$ cat src/rtl/muldiv_pkg.sv
// Shared encodings for the iterative multiply/divide unit and its ALU.
package muldiv_pkg;

  localparam logic [1:0] MD_MUL   = 2'd0;
  localparam logic [1:0] MD_MULHU = 2'd1;
  localparam logic [1:0] MD_DIVU  = 2'd2;
  localparam logic [1:0] MD_REMU  = 2'd3;

  typedef enum logic [1:0] {
    S_IDLE = 2'd0,
    S_RUN  = 2'd1,
    S_FIN  = 2'd2
  } state_e;

  // ALU select codes, also used by the decode stage.
  localparam logic [3:0] ALU_ADD = 4'd0;
  localparam logic [3:0] ALU_SUB = 4'd1;
  localparam logic [3:0] ALU_AND = 4'd2;
  localparam logic [3:0] ALU_OR  = 4'd3;
  localparam logic [3:0] ALU_XOR = 4'd4;

endpackage

$ cat src/rtl/alu.sv
// Combinational integer ALU shared with the execute stage.
module alu
  import muldiv_pkg::*;
#(
  parameter int unsigned WIDTH = 32
) (
  input  logic [WIDTH-1:0] a,
  input  logic [WIDTH-1:0] b,
  input  logic [3:0]       sel,
  output logic [WIDTH-1:0] f,
  output logic             zflag
);

  always_comb begin
    f = '0;
    case (sel)
      ALU_ADD: f = a + b;
      ALU_SUB: f = a - b;
      ALU_AND: f = a & b;
      ALU_OR:  f = a | b;
      ALU_XOR: f = a ^ b;
      default: f = '0;
    endcase
  end

  assign zflag = (f == '0);

endmodule

$ cat src/rtl/muldiv_seq.sv
// Iterative unsigned MUL/MULHU/DIVU/REMU: shift-add multiply and restoring divide,
// one pass through a shared (WIDTH+1)-bit ALU per cycle.
module muldiv_seq
  import muldiv_pkg::*;
#(
  parameter int unsigned WIDTH = 32,
  parameter int unsigned CNTW  = $clog2(WIDTH) + 1
) (
  input  logic             clk,
  input  logic             rst_n,
  input  logic             start,
  input  logic [1:0]       op,
  input  logic [WIDTH-1:0] a,
  input  logic [WIDTH-1:0] b,
  output logic             busy,
  output logic             done,
  output logic [WIDTH-1:0] result,
  output logic             div_by_zero
);

  state_e           r_state;
  logic [1:0]       r_op;
  logic [CNTW-1:0]  r_cnt;
  // r_hi is acc_hi / rem, r_lo is acc_lo / quo, r_b is mcand / dvsr.
  logic [WIDTH-1:0] r_hi, r_lo, r_b, r_result;
  logic             r_busy, r_done, r_dbz;

  logic             w_is_div, w_start_dbz, w_fin_dbz, w_unused_zflag;
  logic [WIDTH:0]   w_shift, w_alu_a, w_alu_b, w_alu_f;
  logic [3:0]       w_alu_sel;
  logic [WIDTH-1:0] w_fin_result;

  assign w_is_div    = (r_op == MD_DIVU) || (r_op == MD_REMU);
  assign w_start_dbz = ((op == MD_DIVU) || (op == MD_REMU)) && (b == '0);
  assign w_fin_dbz   = w_is_div && (r_b == '0);
  assign w_shift     = {r_hi, r_lo[WIDTH-1]};

  always_comb begin
    w_alu_sel = ALU_ADD;
    w_alu_a   = {1'b0, r_hi};
    w_alu_b   = {1'b0, r_b};
    if (r_state == S_RUN && w_is_div) begin
      w_alu_sel = ALU_SUB;
      w_alu_a   = w_shift;
    end
  end

  alu #(
    .WIDTH(WIDTH + 1)
  ) u_alu (
    .a    (w_alu_a),
    .b    (w_alu_b),
    .sel  (w_alu_sel),
    .f    (w_alu_f),
    .zflag(w_unused_zflag)
  );

  // A zero-divisor op skips RUN, so r_lo still holds the dividend here.
  always_comb begin
    w_fin_result = r_lo;
    unique case (r_op)
      MD_MUL:   w_fin_result = r_lo;
      MD_MULHU: w_fin_result = r_hi;
      MD_DIVU:  w_fin_result = w_fin_dbz ? '1 : r_lo;
      MD_REMU:  w_fin_result = w_fin_dbz ? r_lo : r_hi;
      default:  w_fin_result = r_lo;
    endcase
  end

  always_ff @(posedge clk or negedge rst_n) begin
    if (!rst_n) begin
      r_state  <= S_IDLE;
      r_op     <= MD_MUL;
      r_cnt    <= '0;
      r_hi     <= '0;
      r_lo     <= '0;
      r_b      <= '0;
      r_result <= '0;
      r_busy   <= 1'b0;
      r_done   <= 1'b0;
      r_dbz    <= 1'b0;
    end else begin
      r_done <= 1'b0;
      unique case (r_state)
        S_IDLE: begin
          if (start) begin
            r_op    <= op;
            r_hi    <= '0;
            r_lo    <= a;
            r_b     <= b;
            r_cnt   <= CNTW'(WIDTH);
            r_busy  <= 1'b1;
            r_dbz   <= 1'b0;
            r_state <= w_start_dbz ? S_FIN : S_RUN;
          end
        end
        S_RUN: begin
          r_cnt <= r_cnt - 1'b1;
          if (w_is_div) begin
            r_hi <= w_alu_f[WIDTH] ? w_shift[WIDTH-1:0] : w_alu_f[WIDTH-1:0];
            r_lo <= {r_lo[WIDTH-2:0], ~w_alu_f[WIDTH]};
          end else if (r_lo[0]) begin
            r_hi <= w_alu_f[WIDTH:1];
            r_lo <= {w_alu_f[0], r_lo[WIDTH-1:1]};
          end else begin
            r_hi <= {1'b0, r_hi[WIDTH-1:1]};
            r_lo <= {r_hi[0], r_lo[WIDTH-1:1]};
          end
          if (r_cnt == CNTW'(1)) r_state <= S_FIN;
        end
        S_FIN: begin
          r_result <= w_fin_result;
          r_dbz    <= w_fin_dbz;
          r_done   <= 1'b1;
          r_busy   <= 1'b0;
          r_state  <= S_IDLE;
        end
        default: r_state <= S_IDLE;
      endcase
    end
  end

  assign busy        = r_busy;
  assign done        = r_done;
  assign result      = r_result;
  assign div_by_zero = r_dbz;

endmodule
$ cat config.mk
export PLATFORM = sky130hd
export DESIGN_NAME = muldiv_seq
export DESIGN_NICKNAME = d
export VERILOG_FILES = /design/src/rtl/muldiv_pkg.sv /design/src/rtl/alu.sv /design/src/rtl/muldiv_seq.sv
export SDC_FILE = /design/constraint.sdc
export NUM_CORES = 1
export LEC_CHECK = 0
export BUFFER_PORTS_ARGS = -buffer_cell sky130_fd_sc_hd__buf_2
export CAP_MARGIN = 20
export CORE_MARGIN = 4
export CORE_UTILIZATION = 56
export DETAILED_ROUTE_END_ITERATION = 8
export PLACE_DENSITY_LB_ADDON = 0.2
export SLEW_MARGIN = 30
export SYNTH_ARGS = -nofsm -noshare
export SYNTH_HDL_FRONTEND = slang
export SYNTH_HIERARCHICAL = 1
export SYNTH_SLANG_ARGS = --single-unit
export TNS_END_PERCENT = 10
$ cat constraint.sdc
create_clock -name clk -period 5.4 [get_ports clk]
set_input_delay 0.54 -clock clk [delete_from_list [all_inputs] [get_ports clk]]
set_output_delay 0.54 -clock clk [all_outputs]
set_load 0.01 [all_outputs]
# After elaboration in Yosys (flattened, before gate mapping)
# Index checks and enable logic that the tools add are counted.
op_classes:
  addsub: 3
  eq_ne: 14
  bitwise_logic: 4
  muxes: 26
  n_reduce_logical: 16
ops:
  columns: ["operator", "count"]
  rows:
  - ["32-bit two-way mux", 9]
  - ["33-bit one-hot mux with 5 select lines", 1]
  - ["32-bit one-hot mux with 2 select lines", 2]
  - ["32-bit one-hot mux with 4 select lines", 1]
  - ["32-bit logical NOT", 2]
  - ["33-bit by 32-bit adder with 33-bit output", 1]
  - ["33-bit by 32-bit bitwise AND with 33-bit output", 1]
  - ["33-bit two-way mux", 1]
  - ["33-bit by 32-bit OR with 33-bit output", 1]
  - ["33-bit by 32-bit subtractor with 33-bit output", 1]
  - ["33-bit by 32-bit bitwise XOR with 33-bit output", 1]
  - ["6-bit one-hot mux with 2 select lines", 1]
  - ["2-bit equality test, second input constant", 5]
  - ["2-bit AND reduction", 4]
  - ["6-bit by 1-bit equality test with 1-bit output, second input constant", 1]
  - ["2-bit two-way mux", 3]
  - ["6-bit two-way mux", 1]
  - ["6-bit by 1-bit subtractor with 6-bit output, second input constant", 1]
  - ["1-bit by 2-bit equality test with 1-bit output, second input constant", 2]
  - ["2-bit by 1-bit equality test with 1-bit output, second input constant", 2]
  - ["2-bit logical NOT", 2]
  - ["4-bit logical NOT", 1]
  - ["1-bit two-way mux", 4]
  - ["1-bit one-hot mux with 2 select lines", 2]
  - ["9 further kinds", 13]
word_totals:
  inputBits: 69
  word_cells: 73
  reg_bits: 141
  out_inout_bits: 35

# Longest topological paths before layout
# Gate-level depths: netlist (run 1).
depth:
  depth_word: 9
  depth_mapped: 30
  mapped_depth_nobuf: 21

# Hierarchy
# Netlist (run 1), hierarchy kept.
modules_own_cells:
  columns: ["module", "area_each_um2", "seq_area_each_um2", "instances", "cells_each"]
  rows:
  - ["muldiv_seq", 8311.7, 3528.4, 1, 878]
  - ["alu", 4536.9, 0.0, 1, 679]

# Worst setup path before layout (run 1)
# Ideal clock, no wire load.
synth_timing:
  path_kind: "register to register"
  start: "reg r_state[0]"
  end: "reg r_hi[10]"
  path_stages_with_launch: 29
  setup_ps: 121
  slack_ps: -516
  path_buffers: 9
  t_required_ps: 5279
  t_arrival_ps: 5795
  period_less_slack_ps: 5916
  path_cell_list: "dfrtp_1 -> nor2b_1 -> buf_2 -> nand2_1 -> buf_2 -> inv_1 -> buf_4 -> buf_2 -> buf_1 -> clkbuf_1 -> clkbuf_1 -> nand2_1 -> o21ai_1 -> nand2_1 -> xnor2_1 -> ha_1 -> a211oi_1 -> nor2_1 -> a211o_1 -> o41a_1 -> a21oi_1 -> o21ai_0 -> mux2i_1 -> nand2_1 -> clkbuf_1 -> buf_2 -> mux2i_1 -> a21oi_1 -> a22o_1"
synth_between:
  elab_chain_cells: 8
  word_cells_on_any_way: 23
  cone_classes: "2 x add/sub; 6 x eq/ne; 7 x mux; 3 x bitwise; 5 x reduce/logical"
synth_rtl:
  columns: ["element", "line", "source"]
  rows:
  - ["from (decl)", "muldiv_seq.sv:21", "state_e r_state;"]
  - ["from (signal assigned)", "muldiv_seq.sv:94", "r_state <= w_start_dbz ? S_FIN : S_RUN;"]
  - ["2-bit by 1-bit equality test with 1-bit output *", "muldiv_seq.sv:42", "if (r_state == S_RUN && w_is_div) begin"]
  - ["1-bit logical AND *", "muldiv_seq.sv:42", null]
  - ["1-bit two-way mux *", "muldiv_seq.sv:42", null]
  - ["named net w_alu_sel[0]", "muldiv_seq.sv:30", "logic [3:0] w_alu_sel;"]
  - ["1-bit by 3-bit equality test with 1-bit output, or another cell as far along", "alu.sv:16", "case (sel)"]
  - ["33-bit one-hot mux with 5 select lines *", "alu.sv:16", null]
  - ["named net w_alu_f[32]", "muldiv_seq.sv:29", "logic [WIDTH:0] w_shift, w_alu_a, w_alu_b, w_alu_f;"]
  - ["32-bit two-way mux *", "muldiv_seq.sv:100", "r_hi <= w_alu_f[WIDTH] ? w_shift[WIDTH-1:0] : w_alu_f[WIDTH-1:0];"]
  - ["32-bit two-way mux *", "muldiv_seq.sv:99", "if (w_is_div) begin"]
  - ["32-bit one-hot mux with 2 select lines *", "muldiv_seq.sv:84", "unique case (r_state)"]
  - ["to (signal assigned)", "muldiv_seq.sv:100", null]
  - ["to (signal assigned)", "muldiv_seq.sv:103", "r_hi <= w_alu_f[WIDTH:1];"]
  - ["to (signal assigned)", "muldiv_seq.sv:106", "r_hi <= {1'b0, r_hi[WIDTH-1:1]};"]
  - ["to (decl)", "muldiv_seq.sv:25", "logic [WIDTH-1:0] r_hi, r_lo, r_b, r_result;"]
# The timed path passes the listed nets; every way through them passes the cells marked *.
# A chain may end at the register's enable or synchronous reset.

# Worst setup path in the final report (run 1)
layout_timing:
  start: "reg r_b[4]"
  end: "reg r_hi[9]"
layout_between:
  elab_chain_cells: 5
  word_cells_on_any_way: 7
  cone_classes: "2 x add/sub; 5 x mux"
layout_rtl:
  columns: ["element", "line", "source"]
  rows:
  - ["from (decl)", "muldiv_seq.sv:25", null]
  - ["from (signal assigned)", "muldiv_seq.sv:77", "r_b <= '0;"]
  - ["from (signal assigned)", "muldiv_seq.sv:90", "r_b <= b;"]
  - ["33-bit by 32-bit subtractor with 33-bit output or 33-bit by 32-bit adder with 33-bit output (tied branches)", "alu.sv:18, alu.sv:17", null]
  - ["33-bit one-hot mux with 5 select lines *", "alu.sv:16", null]
  - ["named net w_alu_f[32]", "muldiv_seq.sv:29", null]
  - ["32-bit two-way mux *", "muldiv_seq.sv:100", null]
  - ["32-bit two-way mux *", "muldiv_seq.sv:99", null]
  - ["32-bit one-hot mux with 2 select lines *", "muldiv_seq.sv:84", null]
# Marked as above.

==> results of run 1 <==
[layout make-up]
type	count	area, sq um
clock buffers	18	439.2
fillers	1913	8051
inverters	85	319.1
clock inverters	14	145.1
well taps	280	350.3
multi-input cells	1223	8519
repair buffers	129	732.0
flip-flops and latches	141	3537
[power by group through the flow]
stage / logic [W] / clock network (W) / registers, W
after floorplan: 0.00411 / 0 / 0.00203
final: 0.00540 / 0.00119 / 0.00224
after CTS: 0.00530 / 0.00120 / 0.00221
after global routing: 0.00600 / 0.00125 / 0.00232
after detailed placement: 0.00526 / 0 / 0.00223
after global placement: 0.00515 / 0 / 0.00220
[per-stage QoR]
| stage | cell area (sq um) | worst slack, ns |
|---|---|---|
| 2_1_floorplan | 12820 | 0.08455 |
| 3_3_place_gp | 13430 | 0.2472 |
| 3_5_place_dp | 13430 | 0.1672 |
| 4_1_cts | 14020 | 0.1344 |
| 5_1_grt | 14040 | 0.01778 |
| 6_report | 14040 | 0.3570 |
[per-layer routing]
| metal | GRT usage [%] | wire, um | vias up |
|---|---|---|---|
| li1 | - | - | 5731 |
| met1 | 41.62 | 17440 | 5748 |
| met2 | 43.27 | 16100 | 453 |
| met3 | 4.692 | 2747 | 46 |
| met4 | 7.811 | 617 | 0 |
| met5 | 0 | 0 | - |
[path summary, 6_finish.rpt]
path / start / to / slack (ns) / depth (start not counted)
max: r_b[4]$_DFFE_PN0P_ / r_hi[9]$_DFFE_PN0P_ / 0.36 / 20
min in group clk: b[5] / r_b[5]$_DFFE_PN0P_ / 0.32 / 3
min reg2reg: busy$_DFFE_PN0P_ / busy$_DFFE_PN0P_ / 0.50 / 2
min: rst_n / r_lo[6]$_DFFE_PN0P_ / 0.17 / 1
max in group asynchronous: rst_n / r_lo[0]$_DFFE_PN0P_ / 4.03 / 2
max reg2reg: r_b[4]$_DFFE_PN0P_ / r_hi[9]$_DFFE_PN0P_ / 0.36 / 20
[state kept, by name (all words and copies together) (netlist names), 2 cells and up]
signal   flops
r_op         2
r_state      2
result      32
r_lo        32
r_cnt        6
r_b         32
r_hi        32
[worst max-delay path, stage by stage, from the launching register on]
cell and delay (ns):
dfrtp_1 0.45, or3_1 0.38, nor3b_1 0.46, and2_1 0.30, nor3b_2 0.19, buf_4 0.17
a31oi_1 0.12, xnor2_1 0.14, ha_1 0.37, o21ai_0 0.18, nor2_1 0.07, a211o_1 0.33
o41a_1 0.37, a21oi_2 0.20, o21ai_0 0.13, mux2i_1 0.15, nand2_2 0.10, buf_12 0.25
mux2i_1 0.24, a21oi_1 0.09, a22o_1 0.21
==> flow_summary.json, run 1 <==
{
  "final_cells": 1890,
  "grt_pass1_wl_um": 59610,
  "leakagePower_nw": 6.165,
  "wl_um": 36900,
  "crit_arrival_ns": 5.35,
  "cts_root_buf": "clkbuf_16",
  "die_x_um": 158.8,
  "pin_count": 104,
  "switchingPower_w": 0.004349,
  "p_sw_share_pct": 49.23,
  "worstSkewPairLatency_ns": 0.43,
  "synth_cells": 1542,
  "path_clk_slew_ns": 0.07,
  "gp_congestion": 0.9711,
  "setup_tns_ns": 0,
  "via_per_inst": 6.338,
  "start_util_pct": 57.67,
  "io_buffers": 103,
  "htreeDepth": 4,
  "critPathLaunchType": "flip-flop",
  "area_growth_pct": 10.20,
  "numCtsBuffers": 17,
  "finalPower_w": 0.008833,
  "finalSetupViolations": 0,
  "grt_max_degree": 97,
  "hpwl_um": 26150,
  "postCtsSetupRepairBufs": 0,
  "utilization_pct": 63.56,
  "final_antenna_net_count": 0,
  "drc": 0,
  "status": "complete, but fails checks",
  "wl_per_cell_um": 19.52,
  "die_y_um": 158.8,
  "drt_first_iter_violations": 1049,
  "crit_type": "flip-flop to flip-flop",
  "fin_hold_ws_ns": 0.1745,
  "dr.pass1.iters": 5,
  "grt_overflow_total": 0,
  "grt_pass1_vias": 11110,
  "seq_power_share_pct": 25.3,
  "combPwrFrac_pct": 61.2,
  "ys_warn_count": 6,
  "syn_area_per_cell_sq_um": 8.263,
  "drv_cap": 0,
  "dp_cells": 1858,
  "final_common_cell": "nand2_1",
  "hold_violations": 0,
  "cts_tree": "yes",
  "clockBufferDepth": 2,
  "final_cell_mix": "nand2_1 (164), dfrtp_1 (138), nor2_1 (121)",
  "critical_path.max_fanout": 33,
  "die-area_sq_mm": 0.02523,
  "maxSlewHeadroom_pct": -306.8,
  "period_minus_slack_ns": 5.043,
  "core-area_sq_mm": 0.02209,
  "period_share_pct": 93.39,
  "grt_setup_unrepaired": "no",
  "fin_nets": 1768,
  "min_path_type": "input port to asynchronous set/reset pin",
  "share_clk_of_total_power_pct": 13.5,
  "p_per_area_mw_per_mm2": 629.0,
  "cts_sinks": 141,
  "dr_total_vias": 11980,
  "rows": 54,
  "worstMarginPinSlew_ns": 6.017,
  "grt_usage_pct": 28.29,
  "violations": "slew limit",
  "crit_path_end_kind": "flip-flop",
  "cp_data_required_time_ns": 5.71,
  "drv_slew": 32,
  "antenna_found_initial": 0,
  "cts_resized": 0,
  "syn-cell-area_sq_mm": 0.01274,
  "peakVddDrop_uv": 270.1,
  "diodes": 0,
  "postCtsHoldBufs": 0,
  "fmax_mhz": 198.3,
  "internal_power_w": 0.004484,
  "layout-drive-gt1-share_pct": 13.29,
  "worst_clock_skew_ns": 0.01642
}
Power figures use the tool's default switching activity.
==> run 2, diff against run 1 <==
BUFFER_PORTS_ARGS = default   (was -buffer_cell sky130_fd_sc_hd__buf_2)
CORE_MARGIN = 2   (was 4)
CORE_UTILIZATION = 60   (was 56)
DONT_BUFFER_PORTS = 1   (was default)
GPL_ROUTABILITY_DRIVEN = 0   (was default)
==> flow_summary.json, run 2 (synthesis gave the netlist of run 1 again) <==
{
  "io_buffers": 0,
  "period_minus_slack_ns": 5.067,
  "wl_per_cell_um": 20.34,
  "internal_power_w": 0.004363,
  "grt_setup_unrepaired": "no",
  "cts_tree": "yes",
  "die_y_um": 149.7,
  "dr_total_vias": 11810,
  "drv_slew": 32,
  "cp_data_required_time_ns": 5.70,
  "core-area_sq_mm": 0.02096,
  "pre_cts_ws_ns": -0.004842,
  "clockBufferDepth": 2,
  "cts_root_buf": "clkbuf_16",
  "critPathLaunchType": "flip-flop",
  "fin_nets": 1660,
  "grt_overflow_total": 0,
  "crit_path_end_kind": "flip-flop",
  "pin_count": 104,
  "maxSlewHeadroom_pct": -308.1,
  "p_sw_share_pct": 49.84,
  "combPwrFrac_pct": 59.6,
  "seq_power_share_pct": 26.8,
  "final_cell_mix": "nand2_1 (163), dfrtp_1 (138), a21oi_1 (121)",
  "rows": 53,
  "htreeDepth": 4,
  "final_common_cell": "nand2_1",
  "final_antenna_net_count": 0,
  "dr.pass1.iters": 6,
  "layout-drive-gt1-share_pct": 7.190,
  "worst_clock_skew_ns": 0.01141,
  "dp_cells": 1743,
  "setup_tns_ns": 0,
  "setup_ws_ns": 0.3331,
  "critical_path.max_fanout": 16,
  "start_util_pct": 60.81,
  "final_cells": 1777,
  "reg2reg_slack_ns": 0.33,
  "share_clk_of_total_power_pct": 13.7,
  "hold_violations": 0,
  "switchingPower_w": 0.004336,
  "drc": 0,
  "antenna_found_initial": 0,
  "numCtsBuffers": 17,
  "worstMarginPinSlew_ns": 6.037,
  "hpwl_um": 25100,
  "grt_pass1_vias": 10970,
  "die-area_sq_mm": 0.02242,
  "crit_arrival_ns": 5.37,
  "finalSetupViolations": 0,
  "die_x_um": 149.7,
  "via_per_inst": 6.646,
  "grt_usage_pct": 31.91,
  "fmax_mhz": 197.4,
  "diodes": 0,
  "worstSkewPairLatency_ns": 0.42,
  "drv_cap": 0,
  "path_clk_slew_ns": 0.07,
  "status": "complete, but fails checks",
  "cts_sinks": 141,
  "crit_type": "flip-flop to flip-flop",
  "fin_hold_ws_ns": 0.09715,
  "grt_pass1_wl_um": 57150,
  "leakagePower_nw": 5.760,
  "wl_um": 36140,
  "drt_first_iter_violations": 1042,
  "grt_max_degree": 142,
  "area_growth_pct": 6.147,
  "violations": "slew limit",
  "min_path_type": "input port to asynchronous set/reset pin",
  "period_share_pct": 93.83,
  "p_per_area_mw_per_mm2": 643.2,
  "peakVddDrop_uv": 282.9
}
## run 2: worst paths after layout
path / depth (start not counted) / to / startpoint
worst max-delay path: 20 / r_hi[15]$_DFFE_PN0P_ / r_b[3]$_DFFE_PN0P_
max in group asynchronous: 1 / r_op[1]$_DFFE_PN0P_ / rst_n
min in group clk: 2 / r_b[7]$_DFFE_PN0P_ / b[7]
worst min register to register: 1 / r_cnt[4]$_DFFE_PN0P_ / r_cnt[4]$_DFFE_PN0P_
worst max register to register: 20 / r_hi[15]$_DFFE_PN0P_ / r_b[3]$_DFFE_PN0P_
worst min-delay path: 1 / r_lo[7]$_DFFE_PN0P_ / rst_n
## run 2: routing by layer
layer  track usage [%]  vias to the layer above  routed length (um)
met4             8.679                        0                 634
li1                  -                     5505                   -
met2             49.66                      567               15980
met5                 0                        -                   0
met3             4.604                       56                3539
met1             46.48                     5682               15980
## run 2: power by group through the flow
stage | combinational, W | sequential, W | clock (W)
2_1_floorplan | 0.00411 | 0.00203 | 0
3_3_place_gp | 0.00480 | 0.00230 | 0
3_5_place_dp | 0.00497 | 0.00232 | 0
4_1_cts | 0.00504 | 0.00231 | 0.00120
5_1_grt | 0.00572 | 0.00241 | 0.00125
6_report | 0.00518 | 0.00233 | 0.00119
## run 2: worst max-delay path: stages (launching register included)
cell and delay [ns]:
dfrtp_1 0.43, or3_1 0.41, or3_1 0.39, nor2_2 0.17, nand2_2 0.12, o41ai_1 0.34
xnor2_1 0.19, ha_1 0.33, and4_1 0.23, o211a_1 0.11, o21ai_1 0.21, a21oi_1 0.19
o41a_1 0.43, a21oi_1 0.23, o21ai_0 0.14, mux2i_1 0.21, nand2_2 0.14, clkbuf_16 0.23
mux2i_1 0.15, a21oi_1 0.08, a22o_1 0.21
## run 2: cell type report
type	instances	area (sq um)
Inverter	85	319.1
Tap cell	275	344.1
Fill cell	1807	7430
Clock inverter	14	150.1
Timing Repair Buffer	21	211.5
Clock buffer	18	429.2
Sequential cell	141	3537
Multi-Input combinational cell	1223	8534
## run 2: what timing repair did
| action | CTS | global route |
|---|---|---|
| hold buffers | 1 | 0 |
| endpoints found under the hold margin | 141 | 0 |
| cloned | 0 | 1 |
| setup buffers | 0 | 0 |
| endpoints found under the setup margin | 20 | 33 |
| resized for setup | 1 | 10 |
## run 2: stage by stage
stage,cell area [sq um],utilization (%),power [W]
2_1_floorplan,12820,-,0.006136
3_3_place_gp,12850,61.31,0.007101
3_5_place_dp,12850,61.33,0.007293
4_1_cts,13460,64.24,0.008543
5_1_grt,13530,64.55,0.009379
6_report,13530,64.55,0.008699
